$ cat src/rtl/crossbar_pkg.sv
// Shared types and helpers for the stream crossbar schedulers.
package crossbar_pkg;

  typedef enum logic {SCHED_IDLE, SCHED_XFER} sched_state_t;

  // Round-robin pointer after releasing master k out of n (wraps n-1 -> 0).
  function automatic int unsigned rr_next_ptr(input int unsigned k, input int unsigned n);
    if (n <= 1) begin
      return 0;
    end else if (k >= n - 1) begin
      return 0;
    end else begin
      return k + 1;
    end
  endfunction

endpackage

$ cat src/rtl/rr_priority_picker.sv
// Combinational round-robin picker: first set bit of mask_i searching upward from start_i.
module rr_priority_picker #(
  parameter int unsigned N = 2,
  parameter int unsigned W = 1
) (
  input  logic [N-1:0] mask_i,
  input  logic [W-1:0] start_i,
  output logic [W-1:0] idx_o,
  output logic         found_o
);

  always_comb begin
    int unsigned cand;
    cand    = 0;
    idx_o   = '0;
    found_o = 1'b0;
    for (int unsigned off = 0; off < N; off++) begin
      cand = (32'(start_i) + off) % N;
      if (!found_o && mask_i[cand]) begin
        found_o = 1'b1;
        idx_o   = W'(cand);
      end
    end
  end

endmodule

$ cat src/rtl/stream_slave_port_scheduler.sv
// Per-slave-port packet scheduler: whole-packet grants, round-robin priority and idle timeout.
module stream_slave_port_scheduler
  import crossbar_pkg::*;
#(
  parameter  int unsigned S_DATA_COUNT   = 2,
  parameter  int unsigned TIMEOUT_CYCLES = 16,
  localparam int unsigned T_ID_WIDTH     = (S_DATA_COUNT > 1) ? $clog2(S_DATA_COUNT) : 1
) (
  input  logic                    clk_i,
  input  logic                    rst_in,
  input  logic [S_DATA_COUNT-1:0] requests_i,
  input  logic [S_DATA_COUNT-1:0] last_i,
  input  logic                    s_ready_i,
  output logic [S_DATA_COUNT-1:0] grant_o,
  output logic [T_ID_WIDTH-1:0]   id_o,
  output logic                    active_o,
  output logic                    pkt_done_o,
  output logic                    timeout_o
);

  localparam int unsigned CNT_W = (TIMEOUT_CYCLES > 1) ? $clog2(TIMEOUT_CYCLES) : 1;
  localparam logic [CNT_W-1:0] CNT_LAST =
      CNT_W'((TIMEOUT_CYCLES == 0) ? 0 : TIMEOUT_CYCLES - 1);

  sched_state_t            r_state, w_state_next;
  logic [T_ID_WIDTH-1:0]   r_id, w_id_next;
  logic [S_DATA_COUNT-1:0] r_grant, w_grant_next;
  logic [T_ID_WIDTH-1:0]   r_ptr, w_ptr_next;
  logic [CNT_W-1:0]        r_idle_cnt, w_cnt_next;
  logic                    r_pkt_done, w_pkt_done_next;
  logic                    r_timeout, w_timeout_next;

  logic                    w_xfer;
  logic                    w_owner_valid;
  logic                    w_last;
  logic                    w_expire;
  logic [T_ID_WIDTH-1:0]   w_rel_ptr;
  logic [S_DATA_COUNT-1:0] w_pick_mask;
  logic [T_ID_WIDTH-1:0]   w_pick_start;
  logic [T_ID_WIDTH-1:0]   w_pick_idx;
  logic                    w_pick_found;

  assign w_xfer        = (r_state == SCHED_XFER);
  assign w_owner_valid = requests_i[r_id];
  assign w_last        = w_xfer & w_owner_valid & s_ready_i & last_i[r_id];
  // Idle only counts when the owner has no valid beat; a not-ready stall never expires.
  assign w_expire      = (TIMEOUT_CYCLES != 0) && w_xfer && !w_owner_valid &&
                         (r_idle_cnt == CNT_LAST);
  assign w_rel_ptr     = T_ID_WIDTH'(rr_next_ptr(32'(r_id), S_DATA_COUNT));

  // Handover excludes the outgoing owner and searches from the post-release pointer.
  assign w_pick_mask  = w_xfer ? (requests_i & ~r_grant) : requests_i;
  assign w_pick_start = w_xfer ? w_rel_ptr : r_ptr;

  rr_priority_picker #(
    .N (S_DATA_COUNT),
    .W (T_ID_WIDTH)
  ) u_picker (
    .mask_i  (w_pick_mask),
    .start_i (w_pick_start),
    .idx_o   (w_pick_idx),
    .found_o (w_pick_found)
  );

  always_comb begin
    w_state_next    = r_state;
    w_id_next       = r_id;
    w_grant_next    = r_grant;
    w_ptr_next      = r_ptr;
    w_cnt_next      = r_idle_cnt;
    w_pkt_done_next = 1'b0;
    w_timeout_next  = 1'b0;
    unique case (r_state)
      SCHED_IDLE: begin
        w_cnt_next = '0;
        if (w_pick_found) begin
          w_state_next = SCHED_XFER;
          w_id_next    = w_pick_idx;
          w_grant_next = S_DATA_COUNT'(1) << w_pick_idx;
        end
      end
      SCHED_XFER: begin
        if (w_last || w_expire) begin
          w_pkt_done_next = w_last;
          w_timeout_next  = w_expire & ~w_last;
          w_ptr_next      = w_rel_ptr;
          w_cnt_next      = '0;
          if (w_pick_found) begin
            w_id_next    = w_pick_idx;
            w_grant_next = S_DATA_COUNT'(1) << w_pick_idx;
          end else begin
            w_state_next = SCHED_IDLE;
            w_id_next    = '0;
            w_grant_next = '0;
          end
        end else if (w_owner_valid) begin
          w_cnt_next = '0;
        end else if (TIMEOUT_CYCLES != 0) begin
          w_cnt_next = r_idle_cnt + CNT_W'(1);
        end
      end
      default: begin
        w_state_next = SCHED_IDLE;
        w_id_next    = '0;
        w_grant_next = '0;
      end
    endcase
  end

  always_ff @(posedge clk_i or negedge rst_in) begin
    if (!rst_in) begin
      r_state    <= SCHED_IDLE;
      r_id       <= '0;
      r_grant    <= '0;
      r_ptr      <= '0;
      r_idle_cnt <= '0;
      r_pkt_done <= 1'b0;
      r_timeout  <= 1'b0;
    end else begin
      r_state    <= w_state_next;
      r_id       <= w_id_next;
      r_grant    <= w_grant_next;
      r_ptr      <= w_ptr_next;
      r_idle_cnt <= w_cnt_next;
      r_pkt_done <= w_pkt_done_next;
      r_timeout  <= w_timeout_next;
    end
  end

  assign grant_o    = r_grant;
  assign id_o       = r_id;
  assign active_o   = w_xfer;
  assign pkt_done_o = r_pkt_done;
  assign timeout_o  = r_timeout;

endmodule

$ cat config.mk
export PLATFORM = sky130hd
export DESIGN_NAME = stream_slave_port_scheduler
export DESIGN_NICKNAME = d
export VERILOG_FILES = /design/src/rtl/crossbar_pkg.sv /design/src/rtl/rr_priority_picker.sv /design/src/rtl/stream_slave_port_scheduler.sv
export SDC_FILE = /design/constraint.sdc
export NUM_CORES = 1
export LEC_CHECK = 0
export ABC_AREA = 1
export BUFFER_PORTS_ARGS = -buffer_cell sky130_fd_sc_hd__buf_2
export CAP_MARGIN = 40
export CORE_AREA = 4 4 41 43
export CTS_CLUSTER_DIAMETER = 60
export DETAILED_ROUTE_END_ITERATION = 16
export DIE_AREA = 0 0 45 47
export HOLD_SLACK_MARGIN = 0.02
export SYNTH_ARGS = -nofsm -noshare
export SYNTH_HDL_FRONTEND = slang
export SYNTH_SLANG_ARGS = --single-unit
export TNS_END_PERCENT = 50
$ cat constraint.sdc
create_clock -name clk_i -period 1.2 [get_ports clk_i]
set_input_delay 0 -clock clk_i [delete_from_list [all_inputs] [get_ports clk_i]]
set_output_delay 0 -clock clk_i [all_outputs]
set_load 0.005 [all_outputs]
* Word level (Yosys, flattened, before mapping)
Cells that the tools add are included.
** Storage, ports and cells
- Bits in registers :: 11
- Bits of input ports :: 7
- Output and inout bits :: 6
- Word-level logic and storage cells :: 67
** Operators by class
- Add/subtract/negate cells :: 3
- Magnitude comparators :: 4
- Eq/ne operators :: 3
- Shifts and indexed selects :: 1
- Muxes and demuxes :: 33
- Bitwise logic cells :: 8
- Reduce and logical (&&, ||, !) cells :: 8
** Operator list (count)
- $mux 1 :: 23
- $mux 2 :: 4
- $mux 4 :: 2
- $pmux 4 s2 :: 1
- $lt 1x2->1 const B :: 3
- $add 4x1->4 const B :: 1
- $and 1x1->1 :: 4
- $eq 4x4->1 const B :: 1
- $ne 2x1->1 const B :: 2
- $pmux 1 s2 :: 2
- $pmux 2 s2 :: 1
- $reduce_and 2->1 :: 2
- $logic_and 1x1->1 :: 3
- $add 1x1->1 const B :: 2
- $and 2x2->2 :: 1
- $logic_not 1->1 :: 2
- $not 1->1 :: 2
- $not 2->2 :: 1
- $shl 1x1->2 const A :: 1
- $ge 1x1->1 const B :: 1
- $logic_or 1x1->1 :: 1

* Longest topological paths before layout
Gate-level depths: netlist of the first run.
- Depth in word-level cells :: 13
- Gate-level depth with buffers :: 7
- Gate-level depth less buffers :: 7

* By module
From an unflattened synthesis of the first run, not the netlist that was laid out.
** Unflattened totals
- Cell total of the unflattened synthesis :: 68
- Area, all modules :: 565.5 um2
** By module, submodules not included
- stream_slave_port_scheduler :: instances 1, cells each 64, area each 546.8 um2, seq. area each 250.2 um2
- rr_priority_picker :: instances 1, cells each 4, area each 18.8 um2, seq. area each 0.0 um2

* Least setup slack after synthesis of the first run
No wires, ideal clock.
- Path type :: flip-flop to flip-flop
- From :: reg r_idle_cnt[0]
- To :: reg r_id, in the netlist id_o
- Setup time :: 0.117 ns
- Arrival time :: 0.995 ns
- Required time :: 1.083 ns
- Slack :: 0.088 ns
- Cell stages (with the launch flop) :: 8
- Buffers on the path :: 0
- Clock period less this slack :: 1.112 ns
- Path through :: dfrtp_1 > ha_1 > nand2_1 > nor2_1 > nand2_2 > nand3_2 > nand2_1 > nand2_1
** On the way
- Longest elaborated chain between the ends :: 5
** Ends and longest elaborated chain
- start, declared :: RTL line stream_slave_port_scheduler.sv:29 : logic [CNT_W-1:0] r_idle_cnt, w_cnt_next;
- start signal, assigned :: RTL line stream_slave_port_scheduler.sv:124 : r_idle_cnt <= w_cnt_next;
- $eq 4x4->1 :: RTL line stream_slave_port_scheduler.sv:48 : (r_idle_cnt == CNT_LAST);
- $logic_and 1x1->1 :: RTL line stream_slave_port_scheduler.sv:47 : assign w_expire = (TIMEOUT_CYCLES != 0) && w_xfer && !w_owner_valid &&
- $logic_or 1x1->1 :: RTL line stream_slave_port_scheduler.sv:83 : if (w_last || w_expire) begin
- $ne 2x1->1 (no line)
- $reduce_and 2->1 (no line)
- end signal, assigned :: RTL line stream_slave_port_scheduler.sv:121 : r_id <= w_id_next;
- end, declared :: RTL line stream_slave_port_scheduler.sv:26 : logic [T_ID_WIDTH-1:0] r_id, w_id_next;
No other way between the ends.
A chain may end at the register's enable or synchronous reset.

* Worst setup path in the final report of the first run
Same ends and word-level chain as after synthesis.

==> results.tsv, run 1 <==
stage	metric	value	unit
clocking	H-Tree Depth	1	
cells_and_area	nets	93	
status	outcome	finished clean	
yosys	Mapped Area	510.5	µm²
cells_and_area	n_diodes	0	
yosys	post-synth top area share	49.02	%
die	die height	47	µm
cells_and_area	Final Util	50.67	%
yosys	Syn Inst Count	65	
sta	fin crit period	1.175	ns
pwr	total power	1169	µW
route	final WL	1015	µm
clocking	worst-skew pair later-pin latency	0.26	ns
sta	fin crit share	97.89	%
clocking	clk root buf	clkbuf_4	
sta	Final Hold Vio Count	0	
cells_and_area	design area	659.4	µm²
clocking	Num Clock Sinks	10	
sta	Final Slew Violations	0	
route	Antenna Nets Post-Route	0	
global_routing	largest net degree at the start of global routing	11	
yosys	asr flop ratio synth	100.0	%
sta	Worst-Margin Slew	0.2466	ns
route	DR iter-0 viols	13	
pwr	VDD IR max	948.5	µV
route	drt drc	0	
sta	Max Fclk	851.3	MHz
die	DIE AREA	0.002115	mm²
run	Max Cap Violations	0	
clocking	CTS tree	built	
yosys	post-synthesis adder-cell area fraction	2.451	%
critical_path	startpoint types	flop	
yosys	largest family of logic cells by synthesized area	simple AND/OR/NAND/NOR gates	
global_routing	initial antenna violation count	0	
die	row cnt	13	
yosys	Yosys warning count	0	
sta	Slew headroom	83.39	%
sta	fin worst setup slack	0.02537	ns
clocking	post-CTS setup buffers	0	
yosys	mux contribution to synthesized area	0	%
yosys	dominant cells by area after synthesis	dfrtp_1 (49%), nand2_1 (15%), nor2_1 (7.4%)	
route	vias per cell	4.694	
yosys	ys flop type	dfrtp_1	
sta	unrepaired setup endpoints after global routing	true	
yosys	xor-xnor portion of the synthesized cell area	1.716	%
cells_and_area	share of post-route cells with drive strength above 1	34.94	%
yosys	count leader, synth	nand2_1	
clocking	Clock transition at path regs	0.06	ns
clocking	maximum root-to-sink buffer count	2	
cells_and_area	area grow syn2layout	29.17	%
yosys	Synth Area in Compound Gates	2.941	%
placement	number of buffers added on ports	12	
global_routing	vias in the first global route	413	
route	Vias	460	
die	core box area	0.001301	mm²
placement	pre-CTS worst setup slack	-0.01243	ns
clocking	Num CTS Buffers	3	
yosys	number of flops mapped to enable cells by yosys	0	
pwr	Pwr Density	1773	mW/mm²
critical_path	critical path class	flop to flop	
sta	Setup Viol. Count Final	0	
yosys	synthesized area per cell	7.854	µm²
die	DIE WIDTH	45	µm
die	io pins	13	
global_routing	gr ovfl total	0	
sta	worst clock skew	0.003904	ns
critical_path	CP Capture Type	flop	
yosys	Netlist cell types	16	
yosys	Synth Register Bits	10	
die	Starting Density	39.23	%
placement	post-DP HPWL	780.3	µm
yosys	Yosys top cell by area	dfrtp_1	
yosys	register area share after synthesis	49.02	%
yosys	Synth top cells by count	nand2_1 (20), dfrtp_1 (10), nor2_1 (10)	
critical_path	CP max FO	7	
placement	DP Area	604.3	µm²
critical_path	CP required	1.35	ns
pwr	P_leak	0.0003790	µW
global_routing	first-pass GRT wire length	1738	µm
min_path	Hold Path Class	input pin to flop	
placement	routability-driven placement congestion ratio	0.7733	
critical_path	CP arrival	1.33	ns
route	First-pass DRT Iterations	4	
route	wire per inst	10.36	µm
yosys	Synth Area in Simple Gates	36.52	%
yosys	post-synth net total	73	
global_routing	Total GRT Usage	12.14	%
==> worst paths after layout <==
kind	from	cells after the start	to	slack (ns)
worst max register to register	r_idle_cnt[0]$_DFF_PN0_	7	id_o$_DFFE_PN0P_	0.03
worst max-delay path	r_idle_cnt[0]$_DFF_PN0_	7	id_o$_DFFE_PN0P_	0.03
worst min register to register	r_ptr$_DFFE_PN0P_	2	r_ptr$_DFFE_PN0P_	0.53
max in group asynchronous	rst_in	2	active_o$_DFF_PN0_	0.87
min in group asynchronous	rst_in	2	timeout_o$_DFF_PN0_	0.12
worst min-delay path	requests_i[0]	3	active_o$_DFF_PN0_	0.05
==> layout by cell type, fill, tap and decap left out, types with 2 or more instances in the layout <==
| cell | Yosys | layout |
|---|---|---|
| buf_4 | 1 | 3 |
| nand4_1 | 2 | 2 |
| nand3_1 | 4 | 4 |
| dfrtp_2 | 0 | 2 |
| nand2_2 | 1 | 4 |
| buf_2 | 0 | 12 |
| dfrtp_1 | 10 | 8 |
| nand2_1 | 20 | 17 |
| o21ai_0 | 2 | 2 |
| nor2_1 | 10 | 9 |
| clkbuf_4 | 0 | 3 |
| inv_1 | 7 | 7 |
==> worst max-delay path: stages (launching register included) <==
cell     delay, ns
dfrtp_1       0.38
ha_2          0.19
nand2_2       0.08
nor2_2        0.04
nand2_2       0.13
nand3_2       0.11
nand2_1       0.08
nand2_1       0.05
==> layout make-up <==
class,instances,area (µm²)
clock buffers,3,22.52
fillers,138,641.9
inverters,8,30.03
multi-input cells,46,242.7
flip-flops and latches,10,252.7
well taps,15,18.77
repair buffers,16,92.59
==> sequential cells by signal (all words and copies together) (netlist names) <==
name and count:
active_o 1, grant_o 1, r_ptr 1, timeout_o 1
pkt_done_o 1, id_o 1, r_idle_cnt 4
==> logic make-up (layout without fill, tap and decap cells) <==
kind of cell,after synthesis,count (layout)
buffers and inverters,9,27
AND/OR/NAND/NOR,41,41
AO/OA/AOI/OAI,3,3
flip-flops,10,10
XOR/XNOR,1,1
adder cells (fa/ha/maj),1,1
==> layer usage <==
metal  track usage [%]  vias up  share of wire [%]
met5                 0        -                  0
met4             7.018        0                1.1
met3             5.747        2                5.1
met2             18.08        7                 50
met1             14.32      212                 43
li1                  -      239                  -
==> repair_timing <==
item | in CTS | in global routing
gates cloned | 0 | 0
hold buffers | 1 | 0
gates resized for setup | 1 | 7
hold endpoints to repair | 10 | 0
endpoints found under the setup margin | 3 | 8
pin swaps | 2 | 2
==> per-stage QoR <==
stage          setup TNS (ns)  cells  hold WS [ns]
2_1_floorplan               0     65       -0.2956
3_3_place_gp        -0.002431     94       -0.1310
3_5_place_dp         -0.01243     94       -0.1265
4_1_cts             -0.009942     98       0.04840
5_1_grt               -0.3325     98       0.06123
6_report                    0     98       0.05274
==> where the power goes <==
group / switching (µW) / internal, µW / leakage (µW)
sequential: 83.2 / 431 / 0.000127
clock: 104 / 115 / 0.0000138
combinational: 232 / 203 / 0.000238
total: 420 / 749 / 0.000379
(Power assumes the default switching activity.)
==> inputs of run 2 (changes only) <==
--- a/config.mk
+++ b/config.mk
@@ -13,6 +13,8 @@
 export DETAILED_ROUTE_END_ITERATION = 16
 export DIE_AREA = 0 0 45 47
 export HOLD_SLACK_MARGIN = 0.02
+export PLACE_DENSITY = 0.59
+export RECOVER_POWER = 25
 export SYNTH_ARGS = -nofsm -noshare
 export SYNTH_HDL_FRONTEND = slang
 export SYNTH_SLANG_ARGS = --single-unit
==> results.tsv, run 2 (synthesis results as in run 1) <==
stage	metric	value	unit	change
status	outcome	finished clean		unchanged
clocking	worst-skew pair later-pin latency	0.27	ns	was 0.26 ns
die	die height	47	µm	unchanged
global_routing	initial antenna violation count	0		unchanged
critical_path	cell mode on critical path	nand2_1		
die	DIE WIDTH	45	µm	unchanged
critical_path	Critical R2R Launch	id_o$_DFFE_PN0P_		was r_idle_cnt[0]$_DFF_PN0_
min_path	Hold Path Cell Cnt	3		unchanged
cells_and_area	n_diodes	0		unchanged
clocking	maximum root-to-sink buffer count	2		unchanged
global_routing	grt met1 use	14.59	%	was 14.32%
global_routing	gr ovfl total	0		unchanged
clocking	H-Tree Depth	1		unchanged
route	DR iter-0 viols	12		was 13
sta	Fin Setup TNS	0	ns	unchanged
pwr	Pwr Density	1875	mW/mm²	was 1773 mW/mm²
global_routing	Total GRT Usage	11.99	%	was 12.14%
sta	Slew headroom	62.36	%	was 83.39%
sta	Setup Viol. Count Final	0		unchanged
pwr	VDD IR max	1042	µV	was 948.5 µV
global_routing	met2 Track Usage GR	18.08	%	unchanged
min_path	hold endpoint	active_o$_DFF_PN0_		unchanged
route	drt drc	0		unchanged
die	core box area	0.001301	mm²	unchanged
critical_path	worst r2r path cells	6		was 7
route	final WL	1066	µm	was 1015 µm
route	vias per cell	4.594		was 4.694
critical_path	r2r endpoint	r_idle_cnt[1]$_DFF_PN0_		was id_o$_DFFE_PN0P_
critical_path	CP arrival	1.31	ns	was 1.33 ns
global_routing	largest net degree at the start of global routing	11		unchanged
placement	total placed cells including tap cells	94		unchanged
sta	worst clock skew	0.003602	ns	was 0.003904 ns
critical_path	critical-path cell list	inv_2, nand2_1, nand2_1, nand3_4, nand3b_1, nor2_1		was ha_2, nand2_2, nor2_2, nand2_2, nand3_2, nand2_1, nand2_1
clocking	Num CTS Buffers	3		unchanged
global_routing	first-pass GRT wire length	1766	µm	was 1738 µm
critical_path	slack of the worst reg-to-reg path	0.04	ns	was 0.03 ns
critical_path	CP required	1.36	ns	was 1.35 ns
sta	fin crit share	96.34	%	was 97.89%
global_routing	global routing usage on met3	5.747	%	unchanged
sta	unrepaired setup endpoints after global routing	true		unchanged
pwr	P_int	847.3	µW	was 749.0 µW
min_path	Hold Path Class	input pin to flop		unchanged
critical_path	critical path class	flop to flop		unchanged
pwr	P_sw	447.7	µW	was 420.1 µW
cells_and_area	area grow syn2layout	35.29	%	was 29.17%
cells_and_area	nets	95		was 93
sta	Final Slew Violations	0		unchanged
clocking	Num Clock Sinks	10		unchanged
clocking	Clock transition at path regs	0.07	ns	was 0.06 ns
cells_and_area	most frequent cells in the layout	nand2_1 (17), buf_2 (11), dfrtp_1 (9)		was nand2_1 (17), buf_2 (12), nor2_1 (9)
pwr	clock network power share	23.6	%	was 18.8%
placement	post-DP HPWL	776.6	µm	was 780.3 µm
route	Antenna Nets Post-Route	0		unchanged
placement	number of buffers added on ports	12		unchanged
die	io pins	13		unchanged
global_routing	grt peak-use layer	met2		unchanged
route	First-pass DRT Iterations	4		unchanged
critical_path	CP Capture Type	flop		unchanged
clocking	CTS tree	built		unchanged
sta	Final Hold Vio Count	0		unchanged
critical_path	startpoint types	flop		unchanged
cells_and_area	most common cell after layout, fill and taps aside	nand2_1		unchanged
run	Max Cap Violations	0		unchanged
sta	Worst-Margin Slew	0.5647	ns	was 0.2466 ns
critical_path	Crit-path slowest cell	dfrtp_2		was dfrtp_1
sta	worst hold margin	0.05296	ns	was 0.05274 ns
placement	routability-driven placement congestion ratio	0.7612		was 0.7733
sta	fin crit period	1.156	ns	was 1.175 ns
pwr	Switching Share	34.57	%	was 35.94%
sta	Max Fclk	865.0	MHz	was 851.3 MHz
critical_path	CP max FO	7		unchanged
pwr	sequential cell fraction of total power	39.0	%	was 44.0%
cells_and_area	share of post-route cells with drive strength above 1	37.21	%	was 34.94%
cells_and_area	max reg flops	4		unchanged
cells_and_area	largest reg by FF count	r_idle_cnt		unchanged
die	DIE AREA	0.002115	mm²	unchanged
cells_and_area	fin cells	101		was 98
min_path	start point of the worst hold path	requests_i[0]		unchanged
die	Starting Density	39.23	%	unchanged
route	wire per inst	10.55	µm	was 10.36 µm
critical_path	Worst path max stage delay	0.45	ns	was 0.38 ns
route	Vias	464		was 460
global_routing	vias in the first global route	412		was 413
die	row cnt	13		unchanged
pwr	P_leak	0.0003939	µW	was 0.0003790 µW
pwr	combinational share of power	37.5	%	was 37.2%
clocking	clk root buf	clkbuf_4		unchanged
run 2: cell types whose count changed in the layout (fill, tap and decap cells not counted):
| cell | change |
|---|---|
| clkbuf_1 | +1 |
| dfrtp_2 | -1 |
| dfrtp_1 | +1 |
| clkbuf_8 | +1 |
| buf_2 | -1 |
| nor2_1 | -2 |
| nor2_2 | +2 |
| buf_4 | +2 |
run 2: stage by stage:
step                      instance area [µm²]  setup WS [ns]  utilization, %  total power, µW
final                                   690.7        0.04398           53.08             1295
after global placement                  604.3        0.01060           46.44            921.9
after CTS                               650.6        0.01880           50.00             1228
after global routing                    690.7       -0.03437           53.08             1413
after detailed placement                604.3        0.02532           46.44            917.9
after floorplan                         510.5        0.08780               -            762.5
run 2: metal layers:
metal  up-vias  wire length (µm)  part of all wire (%)
met3         2                58                   5.4
met1       207               483                    45
met5         -                 0                     0
li1        246                 -                     -
met2         9               515                    48
met4         0                10                  0.94
run 2: critical path, delay by kind of cell, from the launching register on:
family | cells | cell delay [ns]
and+or+nand+nor | 5 | 0.51
DFF | 1 | 0.45
buffers and inverters | 1 | 0.09
run 2: cell type report:
type,instances,area [µm²]
clock buffer,4,36.28
fill,133,610.6
inverter,8,30.03
multi-input combinational,46,247.7
sequential,10,251.5
tap,15,18.77
timing repair buffer,18,106.4
run 2: how the worst max path moves through the flow:
stage                       startpoint                      end  slack (ns)  cells after the start
2_1_floorplan  r_idle_cnt[0]$_DFF_PN0_         id_o$_DFFE_PN0P_        0.09                      7
3_3_place_gp   r_idle_cnt[0]$_DFF_PN0_         id_o$_DFFE_PN0P_        0.01                      7
3_5_place_dp   r_idle_cnt[0]$_DFF_PN0_   grant_o[0]$_DFFE_PN0P_        0.03                      7
4_1_cts               id_o$_DFFE_PN0P_  r_idle_cnt[1]$_DFF_PN0_        0.02                      6
5_1_grt               id_o$_DFFE_PN0P_  r_idle_cnt[3]$_DFF_PN0_       -0.03                      6
6_report              id_o$_DFFE_PN0P_  r_idle_cnt[1]$_DFF_PN0_        0.04                      6
run 2: repair_timing:
action,CTS,global route
buffers inserted,0,2
hold buffers,1,0
hold endpoints to repair,10,0
endpoints found under the setup margin,0,7
resized for setup,0,9
run 2: power groups by stage:
stage / sequential [µW] / clock, µW / combinational (µW)
3_3_place_gp: 503 / 0 / 419
4_1_cts: 497 / 313 / 419
6_report: 505 / 305 / 485
2_1_floorplan: 504 / 0 / 258
5_1_grt: 521 / 334 / 558
3_5_place_dp: 503 / 0 / 414
==> inputs of run 3 (changes only) <==
--- a/config.mk
+++ b/config.mk
@@ -15,6 +15,7 @@
 export HOLD_SLACK_MARGIN = 0.02
 export PLACE_DENSITY = 0.59
 export RECOVER_POWER = 25
+export REMOVE_ABC_BUFFERS = 1
 export SYNTH_ARGS = -nofsm -noshare
 export SYNTH_HDL_FRONTEND = slang
 export SYNTH_SLANG_ARGS = --single-unit
==> results.tsv, run 3 (synthesis results as in run 1) <==
stage	metric	value	unit	change
min_path	Hold Path Cell Cnt	3		unchanged
pwr	Switching Share	34.84	%	was 34.57%
critical_path	CP required	1.35	ns	was 1.36 ns
min_path	Hold Path Class	input pin to flop		unchanged
pwr	Pwr Density	1847	mW/mm²	was 1875 mW/mm²
global_routing	vias in the first global route	451		was 412
cells_and_area	fin cells	102		was 101
sta	fin crit share	101.2	%	was 96.34%
global_routing	grt met1 use	14.55	%	was 14.59%
global_routing	met2 Track Usage GR	21.75	%	was 18.08%
route	wire per inst	11.50	µm	was 10.55 µm
pwr	P_leak	0.0003975	µW	was 0.0003939 µW
pwr	combinational share of power	36.5	%	was 37.5%
die	io pins	13		unchanged
sta	Final Hold Vio Count	0		unchanged
cells_and_area	max reg flops	4		unchanged
global_routing	largest net degree at the start of global routing	11		unchanged
clocking	worst-skew pair later-pin latency	0.26	ns	was 0.27 ns
clocking	Clock transition at path regs	0.07	ns	about the same
clocking	maximum root-to-sink buffer count	2		unchanged
cells_and_area	most frequent cells in the layout	nand2_1 (19), buf_2 (11), nor2_1 (9), dfrtp_1 (9), inv_1 (7)		was nand2_1 (17), buf_2 (11), dfrtp_1 (9)
pwr	VDD IR max	1228	µV	was 1042 µV
clocking	Num CTS Buffers	3		unchanged
run	Max Cap Violations	0		unchanged
sta	Slew headroom	62.66	%	was 62.36%
placement	routability-driven placement congestion ratio	0.8912		was 0.7612
clocking	H-Tree Depth	1		unchanged
sta	Final Slew Violations	0		unchanged
pwr	P_int	828.4	µW	was 847.3 µW
route	drt drc	0		unchanged
sta	worst clock skew	0.006548	ns	was 0.003602 ns
die	DIE WIDTH	45	µm	unchanged
global_routing	grt peak-use layer	met2		unchanged
critical_path	CP Capture Type	flop		unchanged
min_path	hold endpoint	active_o$_DFF_PN0_		unchanged
cells_and_area	share of post-route cells with drive strength above 1	33.33	%	was 37.21%
critical_path	critical path class	flop to flop		unchanged
cells_and_area	nets	96		was 95
global_routing	Total GRT Usage	13.34	%	was 11.99%
sta	fin crit period	1.214	ns	was 1.156 ns
critical_path	r2r endpoint	grant_o[0]$_DFFE_PN0P_		was r_idle_cnt[1]$_DFF_PN0_
die	Starting Density	39.23	%	unchanged
cells_and_area	fillcell total	146		was 133
critical_path	slack of the worst reg-to-reg path	-0.01	ns	was 0.04 ns
route	DR iter-0 viols	4		was 12
critical_path	CP max FO	7		unchanged
critical_path	startpoint types	flop		unchanged
placement	post-DP HPWL	831.2	µm	was 776.6 µm
die	DIE AREA	0.002115	mm²	unchanged
min_path	start point of the worst hold path	requests_i[0]		unchanged
critical_path	Critical R2R Launch	r_idle_cnt[0]$_DFF_PN0_		was id_o$_DFFE_PN0P_
route	final WL	1173	µm	was 1066 µm
route	Vias	486		was 464
pwr	clock network power share	23.3	%	was 23.6%
critical_path	critical path's top delay family	simple AND/OR/NAND/NOR gates		unchanged
clocking	Num Clock Sinks	10		unchanged
status	failing checks	negative setup slack		
pwr	sequential cell fraction of total power	40.2	%	was 39.0%
route	Antenna Nets Post-Route	0		unchanged
status	outcome	finished with violations		was finished clean
sta	unrepaired setup endpoints after global routing	true		unchanged
route	First-pass DRT Iterations	4		unchanged
cells_and_area	most common cell after layout, fill and taps aside	nand2_1		unchanged
critical_path	CP arrival	1.36	ns	was 1.31 ns
sta	worst hold margin	0.05272	ns	was 0.05296 ns
cells_and_area	n_diodes	0		unchanged
global_routing	first-pass GRT wire length	1911	µm	was 1766 µm
placement	number of buffers added on ports	12		unchanged
sta	Setup Viol. Count Final	1		was 0
route	vias per cell	4.765		was 4.594
clocking	clk root buf	clkbuf_4		unchanged
sta	Fin Setup TNS	-0.01407	ns	was 0 ns
die	row cnt	13		unchanged
clocking	CTS tree	built		unchanged
pwr	P_sw	442.9	µW	was 447.7 µW
sta	Worst-Margin Slew	0.5601	ns	was 0.5647 ns
sta	fin worst setup slack	-0.01407	ns	was 0.04398 ns
critical_path	Buf/Inv on CP	0		was 1
critical_path	critical-path cell list	ha_2, nand2_2, nor2_2, nand2_2, nand3_2, nand2_1, nand2_1		was inv_2, nand2_1, nand2_1, nand3_4, nand3b_1, nor2_1
pwr	total power	1271	µW	was 1295 µW
sta	Max Fclk	823.7	MHz	was 865.0 MHz
cells_and_area	area grow syn2layout	34.80	%	was 35.29%
critical_path	Crit-path slowest cell	dfrtp_1		was dfrtp_2
placement	total placed cells including tap cells	95		was 94
global_routing	gr ovfl total	0		unchanged
critical_path	worst r2r path cells	7		was 6
die	die height	47	µm	unchanged
die	core box area	0.001301	mm²	unchanged
global_routing	global routing usage on met3	7.280	%	was 5.747%
critical_path	Worst path max stage delay	0.40	ns	was 0.45 ns
global_routing	initial antenna violation count	0		unchanged
cells_and_area	largest reg by FF count	r_idle_cnt		unchanged
## run 3: cell count changes in the layout (fill, tap and decap cells not counted), sizes merged
cell / delta
buf: +1
## run 3: power groups by stage
| stage | registers, µW | logic (µW) | clock network, µW |
|---|---|---|---|
| after floorplan | 507 | 237 | 0 |
| after global placement | 499 | 431 | 0 |
| after detailed placement | 503 | 428 | 0 |
| after CTS | 504 | 439 | 311 |
| after global routing | 524 | 532 | 338 |
| final | 511 | 464 | 296 |
## run 3: worst max path at each step
stage                                  from  cells after the start                      to  slack, ns
floorplan           r_idle_cnt[0]$_DFF_PN0_                      7        id_o$_DFFE_PN0P_       0.09
global placement    r_idle_cnt[0]$_DFF_PN0_                      7  grant_o[0]$_DFFE_PN0P_    -0.0003
detailed placement  r_idle_cnt[0]$_DFF_PN0_                      7  grant_o[0]$_DFFE_PN0P_      -0.01
CTS                 r_idle_cnt[1]$_DFF_PN0_                      7  grant_o[0]$_DFFE_PN0P_      0.001
global route        r_idle_cnt[0]$_DFF_PN0_                      7  grant_o[0]$_DFFE_PN0P_      -0.08
finish              r_idle_cnt[0]$_DFF_PN0_                      7  grant_o[0]$_DFFE_PN0P_      -0.01
## run 3: layout make-up
class	instances	area, µm²	area share, %
sequential	10	251.5	36.55
multi-input combinational	46	237.7	34.55
timing repair buffer	19	113.9	16.55
clock buffer	4	36.28	5.273
inverter	8	30.03	4.364
tap	15	18.77	2.727
## run 3: stage by stage
step | setup WS [ns] | utilization, % | instance area, µm²
after detailed placement | -0.01255 | 47.02 | 611.8
after floorplan | 0.08780 | - | 503.0
final | -0.01407 | 52.88 | 688.2
after global placement | -0.0002974 | 47.02 | 611.8
after global routing | -0.08158 | 52.88 | 688.2
after CTS | 0.001185 | 51.83 | 674.4
## run 3: routing by layer
layer | share of wire, % | vias up
met5 | 0 | -
met4 | 3.2 | 0
met3 | 4.3 | 6
met2 | 52 | 13
met1 | 41 | 218
li1 | - | 249
## run 3: repair_timing
action | 4_1_cts | 5_1_grt
hold endpoints to repair | 10 | 0
pin swaps | 6 | 5
hold buffers | 1 | 0
endpoints found under the setup margin | 2 | 7
setup buffers | 1 | 1
resized for setup | 4 | 1
## run 3: worst min-delay path, stage by stage
cell     delay, ns
buf_2         0.11
nand2_1       0.08
nand3_1       0.09
